[src/rtl/mem_bus_arbiter_if.sv]
// Bundles the fetch port, data port, flush/stall and the memory bus of the arbiter.
// slave is the arbiter's view; master is the view of the CPU and memory around it.
interface mem_bus_arbiter_if;
   logic        i_req;
   logic [31:0] i_addr;
   logic        i_ready;
   logic        i_err;
   logic [31:0] i_rdata;

   logic        d_req;
   logic [3:0]  d_we;
   logic [31:0] d_addr;
   logic [31:0] d_wdata;
   logic        d_ready;
   logic        d_err;
   logic [31:0] d_rdata;

   logic        flush;
   logic        stall;

   logic        m_req;
   logic [3:0]  m_we;
   logic [31:0] m_addr;
   logic [31:0] m_wdata;
   logic        m_ack;
   logic [31:0] m_rdata;

   modport slave (
      input  i_req, i_addr, d_req, d_we, d_addr, d_wdata, flush, m_ack, m_rdata,
      output i_ready, i_err, i_rdata, d_ready, d_err, d_rdata, stall,
             m_req, m_we, m_addr, m_wdata
   );

   modport master (
      output i_req, i_addr, d_req, d_we, d_addr, d_wdata, flush, m_ack, m_rdata,
      input  i_ready, i_err, i_rdata, d_ready, d_err, d_rdata, stall,
             m_req, m_we, m_addr, m_wdata
   );
endinterface

[src/rtl/mem_bus_arbiter.sv]
// Two-requester (fetch/data) arbiter onto a single memory bus, one transaction at a time,
// with alternating priority on contention, a per-transaction watchdog and fetch flush abort.
module mem_bus_arbiter #(
   parameter int MAX_WAIT = 15
) (
   input logic               clk,
   input logic               reset,
   mem_bus_arbiter_if.slave  bus
);

   typedef enum logic [1:0] {IDLE, GRANT_D, GRANT_I, DONE} state_t;

   localparam logic [7:0] WD_LIMIT = 8'(MAX_WAIT - 1);

   state_t      state_q, state_d;
   logic        last_d_q, last_d_d;
   logic [31:0] addr_q, addr_d;
   logic [3:0]  we_q, we_d;
   logic [31:0] wdata_q, wdata_d;
   logic [31:0] rdata_q, rdata_d;
   logic [7:0]  wd_cnt_q, wd_cnt_d;
   logic        abort_q, abort_d;
   logic        err_q, err_d;
   logic        i_eligible;
   logic        done_ok;
   logic        done_err;

   // last_d_q doubles as the "granted side" marker while a transaction is in flight
   always_comb begin
      state_d    = state_q;
      last_d_d   = last_d_q;
      addr_d     = addr_q;
      we_d       = we_q;
      wdata_d    = wdata_q;
      rdata_d    = rdata_q;
      wd_cnt_d   = wd_cnt_q;
      abort_d    = abort_q;
      err_d      = err_q;
      i_eligible = bus.i_req & ~bus.flush;

      case (state_q)
         IDLE: begin
            if (bus.d_req && (!i_eligible || !last_d_q)) begin
               state_d  = GRANT_D;
               last_d_d = 1'b1;
               addr_d   = bus.d_addr;
               we_d     = bus.d_we;
               wdata_d  = bus.d_wdata;
               wd_cnt_d = 8'd0;
               err_d    = 1'b0;
            end else if (i_eligible) begin
               state_d  = GRANT_I;
               last_d_d = 1'b0;
               addr_d   = bus.i_addr;
               we_d     = 4'b0000;
               wdata_d  = 32'h0;
               wd_cnt_d = 8'd0;
               err_d    = 1'b0;
            end
         end

         GRANT_D, GRANT_I: begin
            if (state_q == GRANT_I && bus.flush) begin
               abort_d = 1'b1;
            end
            // an ack on the watchdog's last cycle still completes the transfer normally
            if (bus.m_ack) begin
               state_d = DONE;
               rdata_d = bus.m_rdata;
               err_d   = 1'b0;
            end else if (wd_cnt_q == WD_LIMIT) begin
               state_d = DONE;
               rdata_d = 32'h0;
               err_d   = 1'b1;
            end else begin
               wd_cnt_d = wd_cnt_q + 8'd1;
            end
         end

         DONE: begin
            state_d = IDLE;
            abort_d = 1'b0;
         end

         default: begin
            state_d = IDLE;
         end
      endcase
   end

   always_ff @(posedge clk or negedge reset) begin
      if (!reset) begin
         state_q  <= IDLE;
         last_d_q <= 1'b0;
         addr_q   <= 32'h0;
         we_q     <= 4'b0000;
         wdata_q  <= 32'h0;
         rdata_q  <= 32'h0;
         wd_cnt_q <= 8'd0;
         abort_q  <= 1'b0;
         err_q    <= 1'b0;
      end else begin
         state_q  <= state_d;
         last_d_q <= last_d_d;
         addr_q   <= addr_d;
         we_q     <= we_d;
         wdata_q  <= wdata_d;
         rdata_q  <= rdata_d;
         wd_cnt_q <= wd_cnt_d;
         abort_q  <= abort_d;
         err_q    <= err_d;
      end
   end

   assign done_ok  = (state_q == DONE) & ~err_q;
   assign done_err = (state_q == DONE) & err_q;

   assign bus.m_req   = (state_q == GRANT_D) | (state_q == GRANT_I);
   assign bus.m_we    = we_q;
   assign bus.m_addr  = addr_q;
   assign bus.m_wdata = wdata_q;

   assign bus.d_ready = done_ok & last_d_q;
   assign bus.d_err   = done_err & last_d_q;
   assign bus.i_ready = done_ok & ~last_d_q & ~abort_q;
   assign bus.i_err   = done_err & ~last_d_q & ~abort_q;
   assign bus.i_rdata = rdata_q;
   assign bus.d_rdata = rdata_q;

   assign bus.stall = (bus.i_req & ~bus.i_ready & ~bus.i_err) |
                      (bus.d_req & ~bus.d_ready & ~bus.d_err);

endmodule

[src/flat_wrapper.sv]
// flat-port wrapper written by rule: the top's interface ports become plain ports
module mem_bus_arbiter_flat 
#(
   parameter int MAX_WAIT = 15
)
  (clk, reset, bus_i_req, bus_i_addr, bus_d_req, bus_d_we, bus_d_addr, bus_d_wdata, bus_flush, bus_m_ack, bus_m_rdata, bus_i_ready, bus_i_err, bus_i_rdata, bus_d_ready, bus_d_err, bus_d_rdata, bus_stall, bus_m_req, bus_m_we, bus_m_addr, bus_m_wdata);
  mem_bus_arbiter_if bus_i ();
  input logic clk;
  input logic reset;
  input wire logic [$bits(bus_i.i_req)-1:0] bus_i_req;
  input wire logic [$bits(bus_i.i_addr)-1:0] bus_i_addr;
  input wire logic [$bits(bus_i.d_req)-1:0] bus_d_req;
  input wire logic [$bits(bus_i.d_we)-1:0] bus_d_we;
  input wire logic [$bits(bus_i.d_addr)-1:0] bus_d_addr;
  input wire logic [$bits(bus_i.d_wdata)-1:0] bus_d_wdata;
  input wire logic [$bits(bus_i.flush)-1:0] bus_flush;
  input wire logic [$bits(bus_i.m_ack)-1:0] bus_m_ack;
  input wire logic [$bits(bus_i.m_rdata)-1:0] bus_m_rdata;
  output wire logic [$bits(bus_i.i_ready)-1:0] bus_i_ready;
  output wire logic [$bits(bus_i.i_err)-1:0] bus_i_err;
  output wire logic [$bits(bus_i.i_rdata)-1:0] bus_i_rdata;
  output wire logic [$bits(bus_i.d_ready)-1:0] bus_d_ready;
  output wire logic [$bits(bus_i.d_err)-1:0] bus_d_err;
  output wire logic [$bits(bus_i.d_rdata)-1:0] bus_d_rdata;
  output wire logic [$bits(bus_i.stall)-1:0] bus_stall;
  output wire logic [$bits(bus_i.m_req)-1:0] bus_m_req;
  output wire logic [$bits(bus_i.m_we)-1:0] bus_m_we;
  output wire logic [$bits(bus_i.m_addr)-1:0] bus_m_addr;
  output wire logic [$bits(bus_i.m_wdata)-1:0] bus_m_wdata;
  assign bus_i.i_req = bus_i_req;
  assign bus_i.i_addr = bus_i_addr;
  assign bus_i.d_req = bus_d_req;
  assign bus_i.d_we = bus_d_we;
  assign bus_i.d_addr = bus_d_addr;
  assign bus_i.d_wdata = bus_d_wdata;
  assign bus_i.flush = bus_flush;
  assign bus_i.m_ack = bus_m_ack;
  assign bus_i.m_rdata = bus_m_rdata;
  assign bus_i_ready = bus_i.i_ready;
  assign bus_i_err = bus_i.i_err;
  assign bus_i_rdata = bus_i.i_rdata;
  assign bus_d_ready = bus_i.d_ready;
  assign bus_d_err = bus_i.d_err;
  assign bus_d_rdata = bus_i.d_rdata;
  assign bus_stall = bus_i.stall;
  assign bus_m_req = bus_i.m_req;
  assign bus_m_we = bus_i.m_we;
  assign bus_m_addr = bus_i.m_addr;
  assign bus_m_wdata = bus_i.m_wdata;
  mem_bus_arbiter #(.MAX_WAIT(MAX_WAIT)) u_core (.clk(clk), .reset(reset), .bus(bus_i));
endmodule
[config.mk]
export PLATFORM = sky130hd
export DESIGN_NAME = mem_bus_arbiter_flat
export DESIGN_NICKNAME = d
export VERILOG_FILES = /design/src/rtl/mem_bus_arbiter_if.sv /design/src/rtl/mem_bus_arbiter.sv /design/src/flat_wrapper.sv
export SDC_FILE = /design/constraint.sdc
export NUM_CORES = 1
export LEC_CHECK = 0
export BUFFER_PORTS_ARGS = -buffer_cell sky130_fd_sc_hd__buf_4
export CAP_MARGIN = 20
export CORE_MARGIN = 4
export CORE_UTILIZATION = 35
export DETAILED_ROUTE_END_ITERATION = 16
export HOLD_SLACK_MARGIN = 0.06
export PLACE_DENSITY = 0.65
export SKIP_LAST_GASP = 1
export SYNTH_ARGS = -nofsm -noshare
export SYNTH_HDL_FRONTEND = slang
export SYNTH_SLANG_ARGS = --single-unit
[constraint.sdc]
create_clock -name clk -period 1.7 [get_ports clk]
set_clock_uncertainty 0.15 [all_clocks]
set_input_delay 0.255 -clock clk [delete_from_list [all_inputs] [get_ports clk]]
set_output_delay 0.255 -clock clk [all_outputs]
set_load 0.01 [all_outputs]
### Yosys cells after proc, flatten, opt, wreduce, memory -nomap -nowiden

Index checks and enable logic that the tools add are counted.

* bits in registers: 113
* input bits: 138
* output and inout port bits: 138
* word-level logic and storage cells: 85

* $add $sub $neg: 1
* equality and inequality tests: 9
* mux-type cells: 26
* bitwise logic cells: 23
* reduce and logical (&&, ||, !) cells: 17

Operators with widths (number)
* $mux 32: 6
* $mux 8: 4
* $pmux 8 s2: 1
* $and 1x1->1: 13
* $add 8x1->8 const B: 1
* $eq 8x4->1 const B: 1
* $mux 2: 4
* $mux 4: 2
* $not 1->1: 8
* $reduce_and 2->1: 4
* $reduce_bool 2->1: 4
* $mux 1: 6
* $pmux 2 s3: 1
* $eq 2x2->1 const B: 2
* $ne 2x2->1 const B: 2
* $pmux 1 s2: 2
* $reduce_and 4->1: 1
* $ne 3x1->1 const B: 1
* $ne 3x2->1 const B: 1
* $reduce_and 3->1: 1
* $eq 2x1->1 const B: 1
* $logic_and 1x1->1: 2
* $logic_not 1->1: 2
* $logic_not 2->1: 1
* 4 further kinds: 5

### Depth between registers and ports, before layout

* depth after elaboration: 8
* mapped depth: 7

### Worst setup path after synthesis

OpenSTA, ideal clock, no wires.

* path kind: register to register
* start point: reg u_core.state_q[0]
* end point: reg u_core.rdata_q[10] (netlist: u_core.bus.d_rdata[10])
* arrival: 1727 ps
* data required time: 1484 ps
* slack: -243 ps
* stages on the path, launching flop included: 8
* clock period less this slack: 1943 ps
* path through: dfrtp_1 > inv_1 > ha_1 > buf_2 > inv_1 > nor2_1 > clkbuf_1 > a22o_1

* word-level cells in the longest chain between the ends: 3
* elaborated cells between the ends (all ways): 4
* classes of those cells: eq/ne (2); reduce/logical (2)

Ends and longest elaborated chain
* start, declared: RTL line mem_bus_arbiter.sv:15 `state_t state_q, state_d;`
* start signal, assigned: RTL line mem_bus_arbiter.sv:103 `state_q <= state_d;`
* $eq 2x1->1 or $eq 2x2->1 (tied branches): RTL line mem_bus_arbiter.sv:41 `case (state_q)`
* $reduce_or 2->1 (*): RTL line mem_bus_arbiter.sv:41
* $reduce_and 2->1 (no line) (*)
* end signal, assigned: RTL line mem_bus_arbiter.sv:108 `rdata_q <= rdata_d;`
* end, declared: RTL line mem_bus_arbiter.sv:20 `logic [31:0] rdata_q, rdata_d;`

Every way passes the cells marked *; elsewhere a longest branch is shown, timed or not.
A chain may end at the register's enable or synchronous reset.

### Final worst setup path

* start point: reg u_core.wd_cnt_q[0]
* end point: reg u_core.wd_cnt_q[1]

* word-level cells in the longest chain between the ends: 4
* elaborated cells between the ends (all ways): 7
* classes of those cells: add/sub (1); eq/ne (2); mux (3); reduce/logical (1)

Ends and longest elaborated chain
* start, declared: RTL line mem_bus_arbiter.sv:21 `logic [7:0] wd_cnt_q, wd_cnt_d;`
* start signal, assigned: RTL line mem_bus_arbiter.sv:109 `wd_cnt_q <= wd_cnt_d;`
* $add 8x1->8: RTL line mem_bus_arbiter.sv:76 `wd_cnt_d = wd_cnt_q + 8'd1;`
* $mux 8: RTL line mem_bus_arbiter.sv:71 `end else if (wd_cnt_q == WD_LIMIT) begin`
* $mux 8: RTL line mem_bus_arbiter.sv:67 `if (bus.m_ack) begin`
* $pmux 8 s2: RTL line mem_bus_arbiter.sv:41

Parallel ways exist; a longest one is shown, timed or not. The select of a mux whose other input is x is not followed.

==> run metrics <==
status complete, but fails checks; failing checks negative setup slack; post-synthesis sequential area ratio between 50% and 60%; Post-synth EDFFs 0; most frequent cells in the layout buf_4, dlygate4sd3_1, dfrtp_1; Worst setup EP type flip-flop; grt met2 use 40.70%; Compound-Gate Fraction of Synth Area roughly a fifth; clock root cell clkbuf_16; Row Count 43; M1 GR Usage between 20% and 30%; Lkg Pwr 4.827 nW; syn_nets 571; R2R cell count 7; Rel. slew slack 67.24%; I/O pin count 276; Cell Area, Synth ~5100 µm²; Clock H-tree levels 4; Synth Area in Simple Gates 8.183%; CP arrival approximately 2 ns; CTS Buf Count 17; RSZ-0062 raised after global routing yes; actual slew at the worst max-slew pin 0.4863 ns; highest clock rate between 500 and 600 MHz; period utilization 112.3%; Antenna Nets Post-Route 0; DP Wirelength 11,620 µm; clock slew at reported path FFs 0.06 ns; largest family of logic cells by synthesized area compound AO/OA/AOI/OAI gates; count of final setup violators 46; Post-synth top flop dfrtp_1; clk_lat worst skew 0.41 ns; routability cong. 0.8405; CP startpoint u_core.wd_cnt_q[0]; vias per cell 4.966; Worst Setup Start Kind flip-flop; Fin Setup TNS -3.674 ns; flop-to-flop setup slack -0.21 ns; Final Slew Violations 0; GRT Total Usage 22.84%; grt met3 use 5.542%; worst min path class input port to async pin; Worst Slack Setup Final -0.2090 ns; Pwr per Cell Area 1703 nW/µm²; yosys warns 0; Core Area 14,040 µm²; Layout Nets 989; first-pass GRT wire length slightly below 30,000 µm; Num Clock Sinks roughly 110; post-synth top area cell dfrtp_1; register bit total from synthesis 113; max cap viols 0; CP max FO 8; Synth area leaders dfrtp_1, a22o_1, mux2i_1; CP required 1.85 ns; Vias just over 5,000; layout cells sized above 1 45.92%; Port Buffers 275; DIE AREA 16,450 µm²; CP Capture Point u_core.wd_cnt_q[1]; vias in the first global route between 5,000 and 6,000; largest net degree at the start of global routing 51; CTS max path bufs 2; Die Ht between 100 and 150 µm; Detailed Route WL 19,750 µm; fin crit period between 1.5 and 2 ns; reg2reg start u_core.wd_cnt_q[0]; DRC 0; Overflow after GRT 0; n_diodes 0; XOR/XNOR Fraction of Synth Area 0%; WL/cell ~19 µm; CP max stage cell o41a_4; layer with the highest usage met2; crit-path cells inv_2 -> ha_4 -> nand4b_4 -> buf_4 -> o41a_4 -> nand3b_1 -> o311ai_2; die width 128.3 µm; DRT iter0 DRCs 293; synthesis-to-finish area growth 90.36%; CTS tree done; Initial Utilization 36.04%; FFs w/ async S/R, synth 100.0%; worst vdd ir 766.5 µV; Worst R2R End u_core.wd_cnt_q[1]; TritonRoute pass-1 iters 6; Mean Syn Cell Area 11.85 µm²; WS Path Type flip-flop to flip-flop; Synth Instances about 430; post-synthesis mux area share 6.724%; slowest cell delay on critical path 0.42 ns; synth unique cells 43; adder-cell area share of the yosys netlist 1.483%; antenna violations before repair 0; fill count 987; Yosys top cell area share between 50% and 60%; commonest non-fill, non-tap cell in the layout buf_4; Fin. Hold Viols 0; hold_ws 0.1440 ns
## flip-flops by register name (all words and copies together), names as in the netlist
register and count:
u_core.wd_cnt_q 8, u_core.abort_q 1, u_core.err_q 1, u_core.bus.m_wdata 32, u_core.bus.m_addr 32, u_core.state_q 2, u_core.bus.d_rdata 32, u_core.bus.m_we 4
u_core.last_d_q 1
## metal layers
metal | up-vias | wire [µm]
met5 | - | 0
met4 | 0 | 611
met3 | 52 | 1350
met2 | 255 | 10450
met1 | 2489 | 7345
li1 | 2359 | -
## final cells by class
cell class                      instances  area [µm²]  share of cell area [%]
Inverter                                9       36.28                  0.3766
Timing Repair Buffer                  456        3954                   41.04
Clock buffer                           21       470.5                   4.883
Clock inverter                         11       111.4                   1.156
Multi-Input combinational cell        248        2009                   20.86
Sequential cell                       113        2828                   29.35
Tap cell                              180       225.2                   2.338
## cells by family (layout without fill, tap and decap cells)
group / after synthesis / in the layout
buffers and inverters: 67 / 497
multiplexers: 34 / 34
AND/OR/NAND/NOR: 80 / 81
adder cells (fa/ha/maj): 6 / 6
flip-flops: 113 / 113
AO/OA/AOI/OAI: 127 / 127
## worst min-delay path by stage
stage / from / endpoint / slack [ns] / cells past startpoint
after CTS: bus_m_ack / u_core.err_q / 0.09 / 4
after detailed placement: reset / u_core.bus.m_addr[8] / 0.02 / 1
after floorplan: reset / u_core.abort_q / -0.19 / 0
after global routing: bus_m_ack / u_core.err_q / 0.15 / 4
after global placement: reset / u_core.bus.m_addr[1] / 0.02 / 1
final: reset / u_core.bus.m_addr[6] / 0.14 / 2
## cell usage after synthesis (2+ instances only)
cell type    n
a311o_1      2
clkbuf_1     8
inv_1        9
and3_1       2
ha_1         6
o21ai_1     35
mux2i_1     34
buf_1        5
nand4b_1     2
o21ai_0      3
a21o_1       3
nor2b_1      2
buf_6        7
buf_2        6
a21oi_1      6
nor2_1       9
dfrtp_1    113
nor4_1       2
buf_4       32
a22o_1      68
and2_1       2
nand3_1      5
nand2_1     46
## worst max-delay path: cells and delay by family (launching register included)
kind            cells  cell delay (ns)
buf+inv             2             0.25
flops               1             0.39
compound gates      2             0.52
fa+ha+maj           1             0.15
simple gates        2             0.35
## power by group
| group | leakage [nW] | switching, mW | internal [mW] |
|---|---|---|---|
| Combinational | 3.11 | 3.88 | 4.38 |
| Sequential | 1.42 | 0.821 | 3.88 |
| Clock | 0.292 | 1.21 | 2.25 |
## through the flow
step	area [µm²]	util (%)	worst slack, ns	instances	total power [mW]
2_1_floorplan	5090	-	-0.05678	427	8.417
3_3_place_gp	7308	52.04	-0.1410	856	11.48
3_5_place_dp	7308	52.04	-0.1502	856	11.65
4_1_cts	9487	67.56	-0.1725	1034	16.02
5_1_grt	9634	68.61	-0.2835	1038	17.33
6_report	9634	68.61	-0.2090	1038	16.41
## timing repair
action	in CTS	in global routing
gates resized for setup	26	23
buffers inserted	10	4
pin swaps	25	11
gates cloned	3	3
hold buffers	133	0
endpoints found under the hold margin	213	0
setup endpoints to repair	86	70
(Power assumes the default switching activity.)
